`config.mk`:
```
export PLATFORM = sky130hd
export DESIGN_NAME = decode_ctrl_stage_flat
export DESIGN_NICKNAME = d
export VERILOG_FILES = /design/src/rtl/decode_ctrl_stage_if.sv /design/src/rtl/decode_ctrl_stage.sv /design/src/flat_wrapper.sv
export SDC_FILE = /design/constraint.sdc
export NUM_CORES = 1
export LEC_CHECK = 0
export CAP_MARGIN = 20
export CELL_PAD_IN_SITES_DETAIL_PLACEMENT = 1
export CELL_PAD_IN_SITES_GLOBAL_PLACEMENT = 1
export CORE_MARGIN = 2
export CORE_UTILIZATION = 30
export DETAILED_ROUTE_END_ITERATION = 12
export DONT_BUFFER_PORTS = 1
export PLACE_DENSITY = 0.67
export REMOVE_ABC_BUFFERS = 1
export SLEW_MARGIN = 20
export SYNTH_ARGS = -nofsm -noshare
export SYNTH_HDL_FRONTEND = slang
export SYNTH_SLANG_ARGS = --single-unit
export TNS_END_PERCENT = 20
```
`constraint.sdc`:
```
create_clock -name clk -period 7.5 [get_ports clk]
set_input_delay 1.5 -clock clk [delete_from_list [all_inputs] [get_ports clk]]
set_output_delay 1.5 -clock clk [all_outputs]
set_load 0.005 [all_outputs]
```
`src/rtl/decode_ctrl_stage_if.sv`:
```
// rtl/decode_ctrl_stage_if.sv - handshake and control-bundle bus for the decode/control stage
//
// Purpose: groups the IF/ID-side input handshake and the EX-side output bundle
//          of decode_ctrl_stage into one bundle.
// Signals:
//   in_valid/in_ready/in_instr/in_pc   instruction from the IF/ID register
//   out_valid/out_ready                control bundle handshake towards EX
//   out_pc, rs1, rs2, rd, funct3       registered instruction fields
//   alu_op, imm_type, mem_size         registered decode results
//   branch .. mem_unsigned, illegal    registered control flags
// Modports:
//   master  pipeline side (drives instructions, accepts bundles)
//   slave   the decode/control stage itself
interface decode_ctrl_stage_if;
  logic        in_valid;
  logic        in_ready;
  logic [31:0] in_instr;
  logic [31:0] in_pc;
  logic        out_valid;
  logic        out_ready;
  logic [31:0] out_pc;
  logic [4:0]  rs1;
  logic [4:0]  rs2;
  logic [4:0]  rd;
  logic [2:0]  funct3;
  logic [4:0]  alu_op;
  logic        branch;
  logic        mem_read;
  logic        mem_to_reg;
  logic        mem_write;
  logic        alu_src;
  logic        reg_write;
  logic        jump;
  logic        jalr;
  logic        mem_unsigned;
  logic [2:0]  imm_type;
  logic [1:0]  mem_size;
  logic        illegal;

  modport master (
    output in_valid, in_instr, in_pc, out_ready,
    input  in_ready, out_valid, out_pc, rs1, rs2, rd, funct3, alu_op,
           branch, mem_read, mem_to_reg, mem_write, alu_src, reg_write,
           jump, jalr, mem_unsigned, imm_type, mem_size, illegal
  );

  modport slave (
    input  in_valid, in_instr, in_pc, out_ready,
    output in_ready, out_valid, out_pc, rs1, rs2, rd, funct3, alu_op,
           branch, mem_read, mem_to_reg, mem_write, alu_src, reg_write,
           jump, jalr, mem_unsigned, imm_type, mem_size, illegal
  );
endinterface

```
`src/rtl/decode_ctrl_stage.sv`:
```
// rtl/decode_ctrl_stage.sv - registered RV32I(M) decode/control stage with load-use bubble
//
// Purpose: decodes the instruction offered by IF/ID into the control bundle and
//          holds it in one output register with valid/ready flow control.
//          Stalls one cycle on a load-use hazard against the held bundle,
//          honours flushes, flags illegal encodings and counts issues/bubbles.
// Ports:
//   clk         core clock
//   rst         synchronous active-high reset
//   bus         decode_ctrl_stage_if.slave (input handshake + output bundle)
//   flush       kill held and incoming instruction
//   issue_cnt   bundles accepted by EX (wraps)
//   bubble_cnt  cycles a load-use bubble was inserted (wraps)
module decode_ctrl_stage #(
  parameter bit ENABLE_M = 1'b1,
  parameter int CNT_W    = 32
) (
  input  logic                 clk,
  input  logic                 rst,
  decode_ctrl_stage_if.slave   bus,
  input  logic                 flush,
  output logic [CNT_W-1:0]     issue_cnt,
  output logic [CNT_W-1:0]     bubble_cnt
);

  localparam logic [6:0] OP_LUI    = 7'b0110111;
  localparam logic [6:0] OP_AUIPC  = 7'b0010111;
  localparam logic [6:0] OP_JAL    = 7'b1101111;
  localparam logic [6:0] OP_JALR   = 7'b1100111;
  localparam logic [6:0] OP_BRANCH = 7'b1100011;
  localparam logic [6:0] OP_LOAD   = 7'b0000011;
  localparam logic [6:0] OP_STORE  = 7'b0100011;
  localparam logic [6:0] OP_IMM    = 7'b0010011;
  localparam logic [6:0] OP_REG    = 7'b0110011;
  localparam logic [6:0] OP_FENCE  = 7'b0001111;

  localparam logic [4:0] ALU_ADD  = 5'b00000;
  localparam logic [4:0] ALU_SUB  = 5'b00001;
  localparam logic [4:0] ALU_AND  = 5'b00010;
  localparam logic [4:0] ALU_OR   = 5'b00011;
  localparam logic [4:0] ALU_XOR  = 5'b00100;
  localparam logic [4:0] ALU_SLL  = 5'b00101;
  localparam logic [4:0] ALU_SRL  = 5'b00110;
  localparam logic [4:0] ALU_SRA  = 5'b00111;
  localparam logic [4:0] ALU_SLT  = 5'b01000;
  localparam logic [4:0] ALU_SLTU = 5'b01001;

  typedef struct packed {
    logic [31:0] pc;
    logic [4:0]  rs1;
    logic [4:0]  rs2;
    logic [4:0]  rd;
    logic [2:0]  funct3;
    logic [4:0]  alu_op;
    logic        branch;
    logic        mem_read;
    logic        mem_to_reg;
    logic        mem_write;
    logic        alu_src;
    logic        reg_write;
    logic        jump;
    logic        jalr;
    logic        mem_unsigned;
    logic [2:0]  imm_type;
    logic [1:0]  mem_size;
    logic        illegal;
  } ctrl_t;

  ctrl_t            ctrl_d, ctrl_q;
  logic             out_valid_q;
  logic [CNT_W-1:0] issue_cnt_q, bubble_cnt_q;
  logic             uses_rs1, uses_rs2, haz, in_ready;

  logic [6:0] opcode;
  logic [2:0] f3;
  logic [6:0] f7;
  assign opcode = bus.in_instr[6:0];
  assign f3     = bus.in_instr[14:12];
  assign f7     = bus.in_instr[31:25];

  // Shared ALU map for register and immediate arithmetic; alt selects SUB/SRA.
  function automatic logic [4:0] alu_base(input logic [2:0] fn, input logic alt);
    case (fn)
      3'b000:  return alt ? ALU_SUB : ALU_ADD;
      3'b001:  return ALU_SLL;
      3'b010:  return ALU_SLT;
      3'b011:  return ALU_SLTU;
      3'b100:  return ALU_XOR;
      3'b101:  return alt ? ALU_SRA : ALU_SRL;
      3'b110:  return ALU_OR;
      default: return ALU_AND;
    endcase
  endfunction

  always_comb begin
    logic ill;
    ill             = 1'b0;
    ctrl_d          = '0;
    ctrl_d.mem_size = 2'b10;
    ctrl_d.pc       = bus.in_pc;
    ctrl_d.rs1      = bus.in_instr[19:15];
    ctrl_d.rs2      = bus.in_instr[24:20];
    ctrl_d.rd       = bus.in_instr[11:7];
    ctrl_d.funct3   = f3;
    uses_rs1        = 1'b1;
    uses_rs2        = 1'b0;

    case (opcode)
      OP_REG: begin
        uses_rs2         = 1'b1;
        ctrl_d.reg_write = 1'b1;
        case (f7)
          7'b0000000: ctrl_d.alu_op = alu_base(f3, 1'b0);
          7'b0100000: begin
            if (f3 == 3'b000 || f3 == 3'b101) ctrl_d.alu_op = alu_base(f3, 1'b1);
            else                               ill = 1'b1;
          end
          7'b0000001: begin
            if (ENABLE_M) ctrl_d.alu_op = {2'b10, f3};
            else          ill = 1'b1;
          end
          default: ill = 1'b1;
        endcase
      end
      OP_IMM: begin
        ctrl_d.reg_write = 1'b1;
        ctrl_d.alu_src   = 1'b1;
        ctrl_d.imm_type  = 3'b001;
        // Only the right-shift immediate uses instr[30] as the arithmetic select.
        ctrl_d.alu_op    = alu_base(f3, (f3 == 3'b101) && bus.in_instr[30]);
      end
      OP_LOAD: begin
        ctrl_d.mem_read     = 1'b1;
        ctrl_d.mem_to_reg   = 1'b1;
        ctrl_d.reg_write    = 1'b1;
        ctrl_d.alu_src      = 1'b1;
        ctrl_d.imm_type     = 3'b001;
        ctrl_d.mem_size     = f3[1:0];
        ctrl_d.mem_unsigned = f3[2];
        if (f3 == 3'b011 || f3 == 3'b110 || f3 == 3'b111) ill = 1'b1;
      end
      OP_STORE: begin
        uses_rs2         = 1'b1;
        ctrl_d.mem_write = 1'b1;
        ctrl_d.alu_src   = 1'b1;
        ctrl_d.imm_type  = 3'b010;
        ctrl_d.mem_size  = f3[1:0];
        if (f3 > 3'b010) ill = 1'b1;
      end
      OP_BRANCH: begin
        uses_rs2        = 1'b1;
        ctrl_d.branch   = 1'b1;
        ctrl_d.imm_type = 3'b011;
        // BEQ/BNE map to 101x, the four ordered compares to 11xx.
        ctrl_d.alu_op   = f3[2] ? {3'b011, f3[1:0]} : {4'b0101, f3[0]};
        if (f3 == 3'b010 || f3 == 3'b011) ill = 1'b1;
      end
      OP_JAL: begin
        uses_rs1         = 1'b0;
        ctrl_d.jump      = 1'b1;
        ctrl_d.reg_write = 1'b1;
        ctrl_d.imm_type  = 3'b101;
      end
      OP_JALR: begin
        ctrl_d.jalr      = 1'b1;
        ctrl_d.reg_write = 1'b1;
        ctrl_d.alu_src   = 1'b1;
        ctrl_d.imm_type  = 3'b001;
      end
      OP_LUI, OP_AUIPC: begin
        uses_rs1         = 1'b0;
        ctrl_d.reg_write = 1'b1;
        ctrl_d.alu_src   = 1'b1;
        ctrl_d.imm_type  = 3'b100;
      end
      OP_FENCE: ;
      default: ill = 1'b1;
    endcase

    // Illegal bundles still flow to EX but must not change architectural state.
    if (ill) begin
      ctrl_d.branch    = 1'b0;
      ctrl_d.mem_read  = 1'b0;
      ctrl_d.mem_write = 1'b0;
      ctrl_d.reg_write = 1'b0;
      ctrl_d.jump      = 1'b0;
      ctrl_d.jalr      = 1'b0;
    end
    ctrl_d.illegal = ill;
  end

  // Load-use check against the held bundle, using the incoming register fields.
  assign haz = out_valid_q && ctrl_q.mem_read && (ctrl_q.rd != 5'd0) &&
               ((uses_rs1 && ctrl_q.rd == bus.in_instr[19:15]) ||
                (uses_rs2 && ctrl_q.rd == bus.in_instr[24:20]));

  assign in_ready = (!out_valid_q || bus.out_ready) && !haz && !flush;

  always_ff @(posedge clk) begin
    if (rst) begin
      out_valid_q     <= 1'b0;
      ctrl_q          <= '0;
      ctrl_q.mem_size <= 2'b10;
      issue_cnt_q     <= '0;
      bubble_cnt_q    <= '0;
    end else if (flush) begin
      out_valid_q <= 1'b0;
    end else begin
      if (out_valid_q && bus.out_ready) issue_cnt_q <= issue_cnt_q + CNT_W'(1);
      if (bus.in_valid && in_ready) begin
        ctrl_q      <= ctrl_d;
        out_valid_q <= 1'b1;
      end else if (bus.out_ready) begin
        out_valid_q <= 1'b0;
        if (haz) bubble_cnt_q <= bubble_cnt_q + CNT_W'(1);
      end
    end
  end

  assign bus.in_ready     = in_ready;
  assign bus.out_valid    = out_valid_q;
  assign bus.out_pc       = ctrl_q.pc;
  assign bus.rs1          = ctrl_q.rs1;
  assign bus.rs2          = ctrl_q.rs2;
  assign bus.rd           = ctrl_q.rd;
  assign bus.funct3       = ctrl_q.funct3;
  assign bus.alu_op       = ctrl_q.alu_op;
  assign bus.branch       = ctrl_q.branch;
  assign bus.mem_read     = ctrl_q.mem_read;
  assign bus.mem_to_reg   = ctrl_q.mem_to_reg;
  assign bus.mem_write    = ctrl_q.mem_write;
  assign bus.alu_src      = ctrl_q.alu_src;
  assign bus.reg_write    = ctrl_q.reg_write;
  assign bus.jump         = ctrl_q.jump;
  assign bus.jalr         = ctrl_q.jalr;
  assign bus.mem_unsigned = ctrl_q.mem_unsigned;
  assign bus.imm_type     = ctrl_q.imm_type;
  assign bus.mem_size     = ctrl_q.mem_size;
  assign bus.illegal      = ctrl_q.illegal;
  assign issue_cnt        = issue_cnt_q;
  assign bubble_cnt       = bubble_cnt_q;

endmodule

```
`src/flat_wrapper.sv`:
```
// flat-port wrapper written by rule: the top's interface ports become plain ports
module decode_ctrl_stage_flat 
#(
  parameter bit ENABLE_M = 1'b1,
  parameter int CNT_W    = 32
)
  (clk, rst, flush, issue_cnt, bubble_cnt, bus_in_valid, bus_in_instr, bus_in_pc, bus_out_ready, bus_in_ready, bus_out_valid, bus_out_pc, bus_rs1, bus_rs2, bus_rd, bus_funct3, bus_alu_op, bus_branch, bus_mem_read, bus_mem_to_reg, bus_mem_write, bus_alu_src, bus_reg_write, bus_jump, bus_jalr, bus_mem_unsigned, bus_imm_type, bus_mem_size, bus_illegal);
  decode_ctrl_stage_if bus_i ();
  input  logic clk;
  input  logic rst;
  input  logic flush;
  output logic [CNT_W-1:0] issue_cnt;
  output logic [CNT_W-1:0] bubble_cnt;
  input wire logic [$bits(bus_i.in_valid)-1:0] bus_in_valid;
  input wire logic [$bits(bus_i.in_instr)-1:0] bus_in_instr;
  input wire logic [$bits(bus_i.in_pc)-1:0] bus_in_pc;
  input wire logic [$bits(bus_i.out_ready)-1:0] bus_out_ready;
  output wire logic [$bits(bus_i.in_ready)-1:0] bus_in_ready;
  output wire logic [$bits(bus_i.out_valid)-1:0] bus_out_valid;
  output wire logic [$bits(bus_i.out_pc)-1:0] bus_out_pc;
  output wire logic [$bits(bus_i.rs1)-1:0] bus_rs1;
  output wire logic [$bits(bus_i.rs2)-1:0] bus_rs2;
  output wire logic [$bits(bus_i.rd)-1:0] bus_rd;
  output wire logic [$bits(bus_i.funct3)-1:0] bus_funct3;
  output wire logic [$bits(bus_i.alu_op)-1:0] bus_alu_op;
  output wire logic [$bits(bus_i.branch)-1:0] bus_branch;
  output wire logic [$bits(bus_i.mem_read)-1:0] bus_mem_read;
  output wire logic [$bits(bus_i.mem_to_reg)-1:0] bus_mem_to_reg;
  output wire logic [$bits(bus_i.mem_write)-1:0] bus_mem_write;
  output wire logic [$bits(bus_i.alu_src)-1:0] bus_alu_src;
  output wire logic [$bits(bus_i.reg_write)-1:0] bus_reg_write;
  output wire logic [$bits(bus_i.jump)-1:0] bus_jump;
  output wire logic [$bits(bus_i.jalr)-1:0] bus_jalr;
  output wire logic [$bits(bus_i.mem_unsigned)-1:0] bus_mem_unsigned;
  output wire logic [$bits(bus_i.imm_type)-1:0] bus_imm_type;
  output wire logic [$bits(bus_i.mem_size)-1:0] bus_mem_size;
  output wire logic [$bits(bus_i.illegal)-1:0] bus_illegal;
  assign bus_i.in_valid = bus_in_valid;
  assign bus_i.in_instr = bus_in_instr;
  assign bus_i.in_pc = bus_in_pc;
  assign bus_i.out_ready = bus_out_ready;
  assign bus_in_ready = bus_i.in_ready;
  assign bus_out_valid = bus_i.out_valid;
  assign bus_out_pc = bus_i.out_pc;
  assign bus_rs1 = bus_i.rs1;
  assign bus_rs2 = bus_i.rs2;
  assign bus_rd = bus_i.rd;
  assign bus_funct3 = bus_i.funct3;
  assign bus_alu_op = bus_i.alu_op;
  assign bus_branch = bus_i.branch;
  assign bus_mem_read = bus_i.mem_read;
  assign bus_mem_to_reg = bus_i.mem_to_reg;
  assign bus_mem_write = bus_i.mem_write;
  assign bus_alu_src = bus_i.alu_src;
  assign bus_reg_write = bus_i.reg_write;
  assign bus_jump = bus_i.jump;
  assign bus_jalr = bus_i.jalr;
  assign bus_mem_unsigned = bus_i.mem_unsigned;
  assign bus_imm_type = bus_i.imm_type;
  assign bus_mem_size = bus_i.mem_size;
  assign bus_illegal = bus_i.illegal;
  decode_ctrl_stage #(.ENABLE_M(ENABLE_M), .CNT_W(CNT_W)) u_core (.clk(clk), .rst(rst), .bus(bus_i), .flush(flush), .issue_cnt(issue_cnt), .bubble_cnt(bubble_cnt));
endmodule
```
* Yosys cells after proc, flatten, opt, wreduce, memory -nomap -nowiden
Cells that the tools add are included.
** Operators by class
- Add/sub/neg operators :: 2
- Order comparisons :: 1
- Eq/ne operators :: 21
- Muxes and demuxes :: 32
- Bitwise logic cells :: 2
- Reduce and logical (&&, ||, !) cells :: 36
** Operator list (number)
- 32-bit by 1-bit adder with 32-bit output, second input constant :: 2
- 4-bit one-hot mux with 7 select lines :: 2
- 5-bit one-hot mux with 7 select lines :: 1
- 5-bit one-hot mux with 3 select lines :: 2
- 7-bit by 6-bit equality test with 1-bit output, second input constant :: 4
- 7-bit equality test, second input constant :: 3
- 1-bit 2-to-1 mux :: 18
- 3-bit one-hot mux with 5 select lines :: 1
- 7-bit by 5-bit equality test with 1-bit output, second input constant :: 2
- 3-bit equality test, second input constant :: 4
- 6-bit OR reduction :: 2
- 5-bit equality test :: 2
- 1-bit logical AND :: 10
- 3-bit OR reduction :: 3
- 2-bit OR reduction :: 4
- 7-bit by 1-bit equality test with 1-bit output, second input constant :: 1
- 7-bit by 2-bit equality test with 1-bit output, second input constant :: 1
- 7-bit by 4-bit equality test with 1-bit output, second input constant :: 1
- 7-bit logical NOT :: 1
- 7-bit OR reduction :: 1
- 3-bit by 2-bit equality test with 1-bit output, second input constant :: 2
- 1-bit logical OR :: 6
- 2-bit 2-to-1 mux :: 3
- 3-bit 2-to-1 mux :: 2
- other kinds (12) :: 16
** Storage, ports and cells
- Bits in registers :: 135
- Input port bits :: 69
- Output and inout port bits :: 136
- Word-level logic and storage cells :: 115

* Depth between registers and ports, before layout
Gate-level depths: netlist (run 1).
- Depth after elaboration :: 12
- Gate-level depth with buffers :: 10
- Mapped depth without buffers :: 6

* Worst setup path before layout (run 1)
OpenSTA, ideal clock, no wires.
- Path type :: input-to-output
- Start :: in bus_in_instr[2]
- End :: out bus_in_ready
- Arrival time :: 3241 ps
- Slack :: 2759 ps
- Stages :: 9
- Cell sequence :: buf_6 -> nand4bb_1 -> buf_2 -> or2_4 -> nor4_2 -> o31a_1 -> buf_2 -> clkbuf_1 -> nor2_1
** On the way
- Word-level cells in the longest chain between the ends :: 9
** RTL lines
- start, declared :: line flat_wrapper.sv:15 : input wire logic [$bits(bus_i.in_instr)-1:0] bus_in_instr;
- 7-bit equality test, or another cell as far along :: line decode_ctrl_stage.sv:108 : case (opcode)
- 3-bit OR reduction (no line)
- 1-bit 2-to-1 mux :: line decode_ctrl_stage.sv:108
- 1-bit logical AND (on tied branches) :: line decode_ctrl_stage.sv:194, decode_ctrl_stage.sv:195
- 1-bit logical OR * :: line decode_ctrl_stage.sv:194 : ((uses_rs1 && ctrl_q.rd == bus.in_instr[19:15]) ||
- 1-bit logical AND * :: line decode_ctrl_stage.sv:193 : assign haz = out_valid_q && ctrl_q.mem_read && (ctrl_q.rd != 5'd0) &&
- 1-bit logical NOT * :: line decode_ctrl_stage.sv:197 : assign in_ready = (!out_valid_q || bus.out_ready) && !haz && !flush;
- 1-bit logical AND * (2 in a row) :: line decode_ctrl_stage.sv:197
- end, declared :: line flat_wrapper.sv:18 : output wire logic [$bits(bus_i.in_ready)-1:0] bus_in_ready;
Mark *: on every way between the ends. The rest lies on a longest branch, timed or not.

* Final worst setup path (run 1)
- Start :: in bus_in_instr[3]
- End :: out bus_in_ready
The elaborated chain is that of the path after synthesis.

==> reports/summary.txt, run 1 <==
===========================================================================
Clock latency at the later pin of the worst-skew pair ........      0.42 ns
Post-Synthesis Mean Instance Area ............................   7.99 sq um
Simple-gate share of the synthesized area ....................        0.249
Complex-gate fraction of the synthesized area ................        0.201
CTS Hold Buffers Added .......................................            0
Time the worst path needs with I/O delays and setup ..........      4.74 ns
Final hold violation count ...................................            0
Cell count of the worst reg-to-reg path ......................            7
P per Cell Area ..............................................  239 nW/um^2
Half-perimeter wire length after placement ................... 13,800 microns
Status ....................................................... complete, no violations
Synth Area in Adders .........................................      0.00389
Critical R2R Capture ......................................... u_core.bus.mem_read
Crit-path max cell delay .....................................      0.63 ns
Iteration count of the initial detailed-routing pass .........            4
Initial Util .................................................        0.306
Num rows .....................................................           53
Count of antenna diodes in the layout ........................            0
Number of clock sinks seen by CTS ............................          135
Warnings from Yosys ..........................................            0
Largest family of logic cells by synthesized area ............ simple AND/OR/NAND/NOR gates
CTS root buffer ..............................................    clkbuf_16
CP max-delay cell ............................................       nor4_2
Postcts setup bufs ...........................................            0
Reg-to-reg startpoint ........................................ u_core.bus.rd[1]
Internal reg-to-reg setup slack ..............................      4.31 ns
Highest-utilization routing layer at the global route stage ..         met2
Yosys reg bits ...............................................          135
Startpoint type of the worst setup path ......................   input port
Number of global-route vias before repair ....................        5,704
Routed vias ..................................................        5,848
Area of the core ............................................. 21,000 sq um
Top cell family by delay on the critical path ................ simple AND/OR/NAND/NOR gates
Required time of the critical path ...........................      6.00 ns
Layout net count .............................................          835
Maximum count of clock buffers along a single path ...........            2
Global-route total usage across every layer ..................        0.177
Area post-placement ..........................................   6560 sq um
Antenna violations before repair .............................            0
Wire length of the first global-routing pass ................. 31,700 microns
Slew of the pin with the lowest slew margin ..................      1.03 ns
Number of library cell types mapped by synthesis .............           57
Worst clock skew .............................................    0.0119 ns
Input/output buffers .........................................            0
Met2 Resource Use GR .........................................        0.283
H-Tree Depth .................................................            4
Leakage ......................................................   0.00222 uW
DIE HEIGHT ...................................................  150 microns
Horizontal extent of the die .................................  150 microns
Crit path kind ...............................................       in2out
Worst min path class .........................................      reg2reg
Max-capacitance violation count ..............................            0
Resized Gates After CTS ......................................            0
Critical Path, Cell by Cell .................................. nand4bb_1 > or2_4 > nor4_2 > o31a_2 > nor2_1
Wire length per cell after detailed routing .................. 19.5 microns
Routability cong. ............................................        0.779
Number of flops mapped to enable cells by yosys ..............            0
Share of synthesized area occupied by flip-flops and latches .        0.420
Met1 usage in global routing .................................        0.225
Overall power of the completed layout ........................      1720 uW
Hold worst-path end .......................................... u_core.bus.out_pc[22]
Final core utilization .......................................        0.342
Area of the die .............................................. 22,600 sq um
Number of top-level pins .....................................          205
Worst vdd rail ir drop .......................................   0.000133 V
Wire length after detailed routing ........................... 20,500 microns
Total global routing overflow ................................            0
Clock transition at the registers of the reported paths ......      0.06 ns
Max Transition Viols Final ...................................            0
Post-detailed-route DRC marker count .........................            0
Critical Path Fanout Max .....................................           11
Synth Area in XOR/XNOR .......................................       0.0667
Cells after synthesis ........................................          805
Summed negative setup slack over all endpoints ...............         0 ns
RSZ-0062 raised after global routing .........................           no
Clock tree from TritonCTS ....................................         done
Depth of the worst hold-timing path ..........................            2
Synth Flop Type ..............................................      dfxtp_1
Routed via count divided by cell count .......................         5.56
Post-route cell area .........................................   7200 sq um
Worst min-delay path startpoint .............................. u_core.bus.out_pc[22]
Area growth from synthesis to final layout ...................        11.9%
Achievable frequency .........................................      211 MHz
Number of DRC markers in iteration 0 .........................          288
Post-route ant nets ..........................................            0
Max-slew headroom at the worst pin ...........................        0.311
TritonCTS buffer count .......................................           17
Buffers plus inverters on the worst setup path ...............            0
Mapped Area ..................................................   6430 sq um
Asr flop ratio synth .........................................            0
Multiplexer area fraction after synthesis ....................      0.00642
Critical Path Sink Type ......................................   output pin
Setup-failing EPs final ......................................            0
Worst EP arrival .............................................      3.24 ns
Period utilisation layout ....................................        0.632
Proportion of layout cells with a drive suffix above 1 .......       0.0606
Met3 usage in global routing .................................       0.0694
Pin count of the biggest net entering global routing .........          144
===========================================================================
## metal layers
layer  up-vias  share of wire
met5         -              0
met4         0         0.0078
met3        15          0.088
met2       153           0.46
met1      2876           0.45
li1       2804              -
## power by group
group / switching [uW] / internal (uW) / total [uW]
clock network: 335 / 574 / 909
registers: 14.8 / 732 / 746
logic: 39.3 / 24.8 / 64.1
## final cells by class
class / count / area, sq um
clock inverters: 11 / 173
inverters: 22 / 82.6
flip-flops and latches: 135 / 2700
well taps: 275 / 344
multi-input cells: 585 / 3420
repair buffers: 3 / 22.5
fillers: 2487 / 13800
clock buffers: 20 / 457
## cell families after synthesis
logic type / after synthesis
DFF: 135
AOI/OAI and AO/OA: 224
xor gates and xnor gates: 49
buffers and inverters: 85
muxes: 4
and+or+nand+nor: 306
adders and majority gates: 2
## synthesized netlist by cell type, drive strengths merged, types with 8 or more instances
| cell | number | area, sq um |
|---|---|---|
| a21oi | 87 | 435 |
| o21ai | 84 | 432 |
| nor2 | 57 | 214 |
| nor2b | 8 | 50.1 |
| xor2 | 17 | 149 |
| buf | 11 | 61.3 |
| xnor2 | 32 | 280 |
| nand4 | 20 | 125 |
| or3 | 18 | 118 |
| and3 | 8 | 50.1 |
| a2111oi | 9 | 78.8 |
| nand2 | 43 | 161 |
| a211oi | 9 | 67.6 |
| inv | 22 | 82.6 |
| nand2b | 14 | 87.6 |
| dfxtp | 135 | 2700 |
| nand3 | 86 | 430 |
| a31oi | 8 | 50.1 |
| or4 | 9 | 67.6 |
| nor3 | 18 | 90.1 |
| clkbuf | 52 | 195 |
## placed cells by master, fill, tap and decap left out, drive strengths merged, types with 17 or more instances in the layout
| cell | count |
|---|---|
| inv | 23 |
| xnor2 | 32 |
| o21ai | 84 |
| nor3 | 18 |
| or3 | 18 |
| dfxtp | 135 |
| nand3 | 86 |
| nand2 | 43 |
| clkbuf | 20 |
| xor2 | 17 |
| a21oi | 87 |
| nor2 | 57 |
| nand4 | 20 |
## worst max path at each step
stage / start / to / cells after the start
after global placement: bus_in_instr[3] / bus_in_ready / 5
after detailed placement: bus_in_instr[3] / bus_in_ready / 5
final: bus_in_instr[3] / bus_in_ready / 5
after floorplan: bus_in_instr[3] / u_core.bus.out_valid / 6
after global routing: bus_in_instr[3] / bus_in_ready / 5
after CTS: bus_in_instr[3] / bus_in_ready / 5
## tightest hold or removal path, stage by stage, from the launching register on
cell and delay (ns):
dfxtp_1 0.32, o21ai_0 0.07, a21oi_1 0.06
## through the flow
step	hold WS [ns]	setup slack (ns)	std cells
2_1_floorplan	0.460	2.26	742
3_3_place_gp	0.482	2.83	1020
3_5_place_dp	0.486	2.76	1020
4_1_cts	0.497	2.74	1051
5_1_grt	0.517	2.61	1051
6_report	0.500	2.76	1051
No activity file was read; power rests on OpenSTA's default activity.
==> run 2, diff against run 1 <==
==> constraint.sdc (replaced) <==
create_clock -name clk -period 4.4 [get_ports clk]
set_input_delay 0.88 -clock clk [delete_from_list [all_inputs] [get_ports clk]]
set_output_delay 0.88 -clock clk [all_outputs]
set_load 0.005 [all_outputs]
==> run 2 against run 1 <==
  * Clock skew rose by 0.00079 ns
  * Highest routed layer unchanged
  * Combinational power rose by 73%
  * Design area rose by 0.24%
  * Clock-buffer cell count fell by 2
  * Wire length fell by 1.4%
  * Critical path depth did not move
  * Non-clock buffer count rose by 3
  * Total power rose by 67%
  * Largest power group unchanged
==> reports/summary.txt, run 2 (synthesized netlist as in run 1, its figures left out) <==
==========================================================================
Status ...................................................... complete, no violations
Wire length after detailed routing .......................... 20,300 microns
Postcts setup bufs ..........................................            0
TritonCTS buffer count ......................................           17
Worst vdd rail ir drop ......................................   0.000206 V
Max-slew headroom at the worst pin ..........................        0.342
Required time of the critical path ..........................      3.52 ns
Internal reg-to-reg setup slack .............................      1.37 ns
Highest-utilization routing layer at the global route stage .         met2
Number of top-level pins ....................................          205
Met2 Resource Use GR ........................................        0.274
Worst min path class ........................................      reg2reg
Routed vias .................................................        5,825
Pin count of the biggest net entering global routing ........          144
Worst clock skew ............................................    0.0127 ns
Num rows ....................................................           53
Worst EP arrival ............................................      2.67 ns
CTS root buffer .............................................    clkbuf_16
Half-perimeter wire length after placement .................. 14,000 microns
Met1 usage in global routing ................................        0.228
Initial Util ................................................        0.306
Proportion of layout cells with a drive suffix above 1 ......       0.0667
Achievable frequency ........................................      282 MHz
Layout net count ............................................          838
Timing endpoint of the critical path ........................ bus_in_ready
Final hold violation count ..................................            0
Critical Path Sink Type .....................................   output pin
Cell count of the worst reg-to-reg path .....................            6
Most common cell after layout, fill and taps aside ..........      dfxtp_1
Post-route ant nets .........................................            0
Max Transition Viols Final ..................................            0
H-Tree Depth ................................................            4
Slew of the pin with the lowest slew margin .................     0.985 ns
Area of the die ............................................. 22,600 sq um
Horizontal extent of the die ................................  150 microns
Number of DRC markers in iteration 0 ........................          231
Setup-failing EPs final .....................................            0
Number of global-route vias before repair ...................        5,838
CTS Hold Buffers Added ......................................            0
Critical Path Fanout Max ....................................           10
Global-route total usage across every layer .................        0.179
Period utilisation layout ...................................        0.807
Startpoint type of the worst setup path .....................    flip-flop
Max-capacitance violation count .............................            0
Leading cell types in the layout, fill and taps excluded .... dfxtp_1, a21oi_1, nand3_1
Area of the core ............................................ 21,000 sq um
Time the worst path needs with I/O delays and setup .........      3.55 ns
Wire length of the first global-routing pass ................ 32,000 microns
Final core utilization ......................................        0.343
Number of clock sinks seen by CTS ...........................          135
Summed negative setup slack over all endpoints ..............         0 ns
Met3 usage in global routing ................................       0.0770
Clock latency at the later pin of the worst-skew pair .......      0.42 ns
Resized Gates After CTS .....................................            0
Overall power of the completed layout .......................      2870 uW
Input/output buffers ........................................            0
Clock tree from TritonCTS ...................................         done
Post-detailed-route DRC marker count ........................            0
Reg-to-reg startpoint ....................................... u_core.bus.rd[1]
Routed via count divided by cell count ......................         5.52
P per Cell Area .............................................  398 nW/um^2
Crit path kind ..............................................      reg2out
Worst min-delay path startpoint ............................. u_core.bus.out_pc[25]
Wire length per cell after detailed routing ................. 19.2 microns
Maximum count of clock buffers along a single path ..........            2
Leakage .....................................................   0.00223 uW
Critical R2R Capture ........................................ u_core.bus.mem_read
RSZ-0062 raised after global routing ........................           no
Clock transition at the registers of the reported paths .....      0.07 ns
Critical path startpoint .................................... u_core.bus.rd[1]
DIE HEIGHT ..................................................  150 microns
Area growth from synthesis to final layout ..................        12.2%
Routability cong. ...........................................        0.824
Iteration count of the initial detailed-routing pass ........            4
Antenna violations before repair ............................            0
Total global routing overflow ...............................            0
Count of antenna diodes in the layout .......................            0
==========================================================================
-- run 2: changes by cell type in the layout (fill, tap and decap cells not counted), sizes merged --
cell      delta
buf          +3
bufinv       -1
clkbuf       -2
clkinv       +1
clkinvlp     +1
inv          +2
-- run 2: area by class of cell --
type / count / area (sq um)
Sequential cell: 135 / 2700
Clock buffer: 18 / 439
Multi-Input combinational cell: 585 / 3420
Timing Repair Buffer: 6 / 57.6
Clock inverter: 14 / 173
Tap cell: 275 / 344
Inverter: 22 / 82.6
Fill cell: 2478 / 13800
-- run 2: power by group --
| part | internal [uW] | switching [uW] |
|---|---|---|
| clock | 911 | 577 |
| combinational | 43.9 | 67.1 |
| sequential | 1250 | 25.1 |
| total | 2200 | 669 |
-- run 2: worst min-delay path by stage --
stage	to	slack, ns	depth (start not counted)
2_1_floorplan	u_core.bus.mem_write	0.46	2
3_3_place_gp	u_core.bus.out_pc[1]	0.48	2
3_5_place_dp	u_core.bus.out_pc[1]	0.49	2
4_1_cts	u_core.bus.out_pc[1]	0.50	2
5_1_grt	u_core.bubble_cnt[25]	0.50	1
6_report	u_core.bus.out_pc[25]	0.50	2
-- run 2: per-layer routing --
layer  share of wire  vias up
met5               0        -
met4           0.015        0
met3           0.097       22
met2            0.45      177
met1            0.44     2807
li1                -     2819
-- run 2: worst max-delay path: stages (launching register included) --
cell	delay, ns
dfxtp_1	0.44
or4_1	0.63
o21ai_4	0.32
nor4_2	0.16
o31a_2	0.43
nor2_1	0.25
-- run 2: through the flow --
stage,setup WS [ns],hold WS (ns),cell area (sq um),std cells
6_report,0.848,0.504,7210,1055
5_1_grt,0.672,0.498,7210,1055
2_1_floorplan,-0.219,0.460,6170,742
4_1_cts,0.662,0.500,7210,1055
3_5_place_dp,0.850,0.487,6600,1023
3_3_place_gp,0.961,0.481,6600,1023
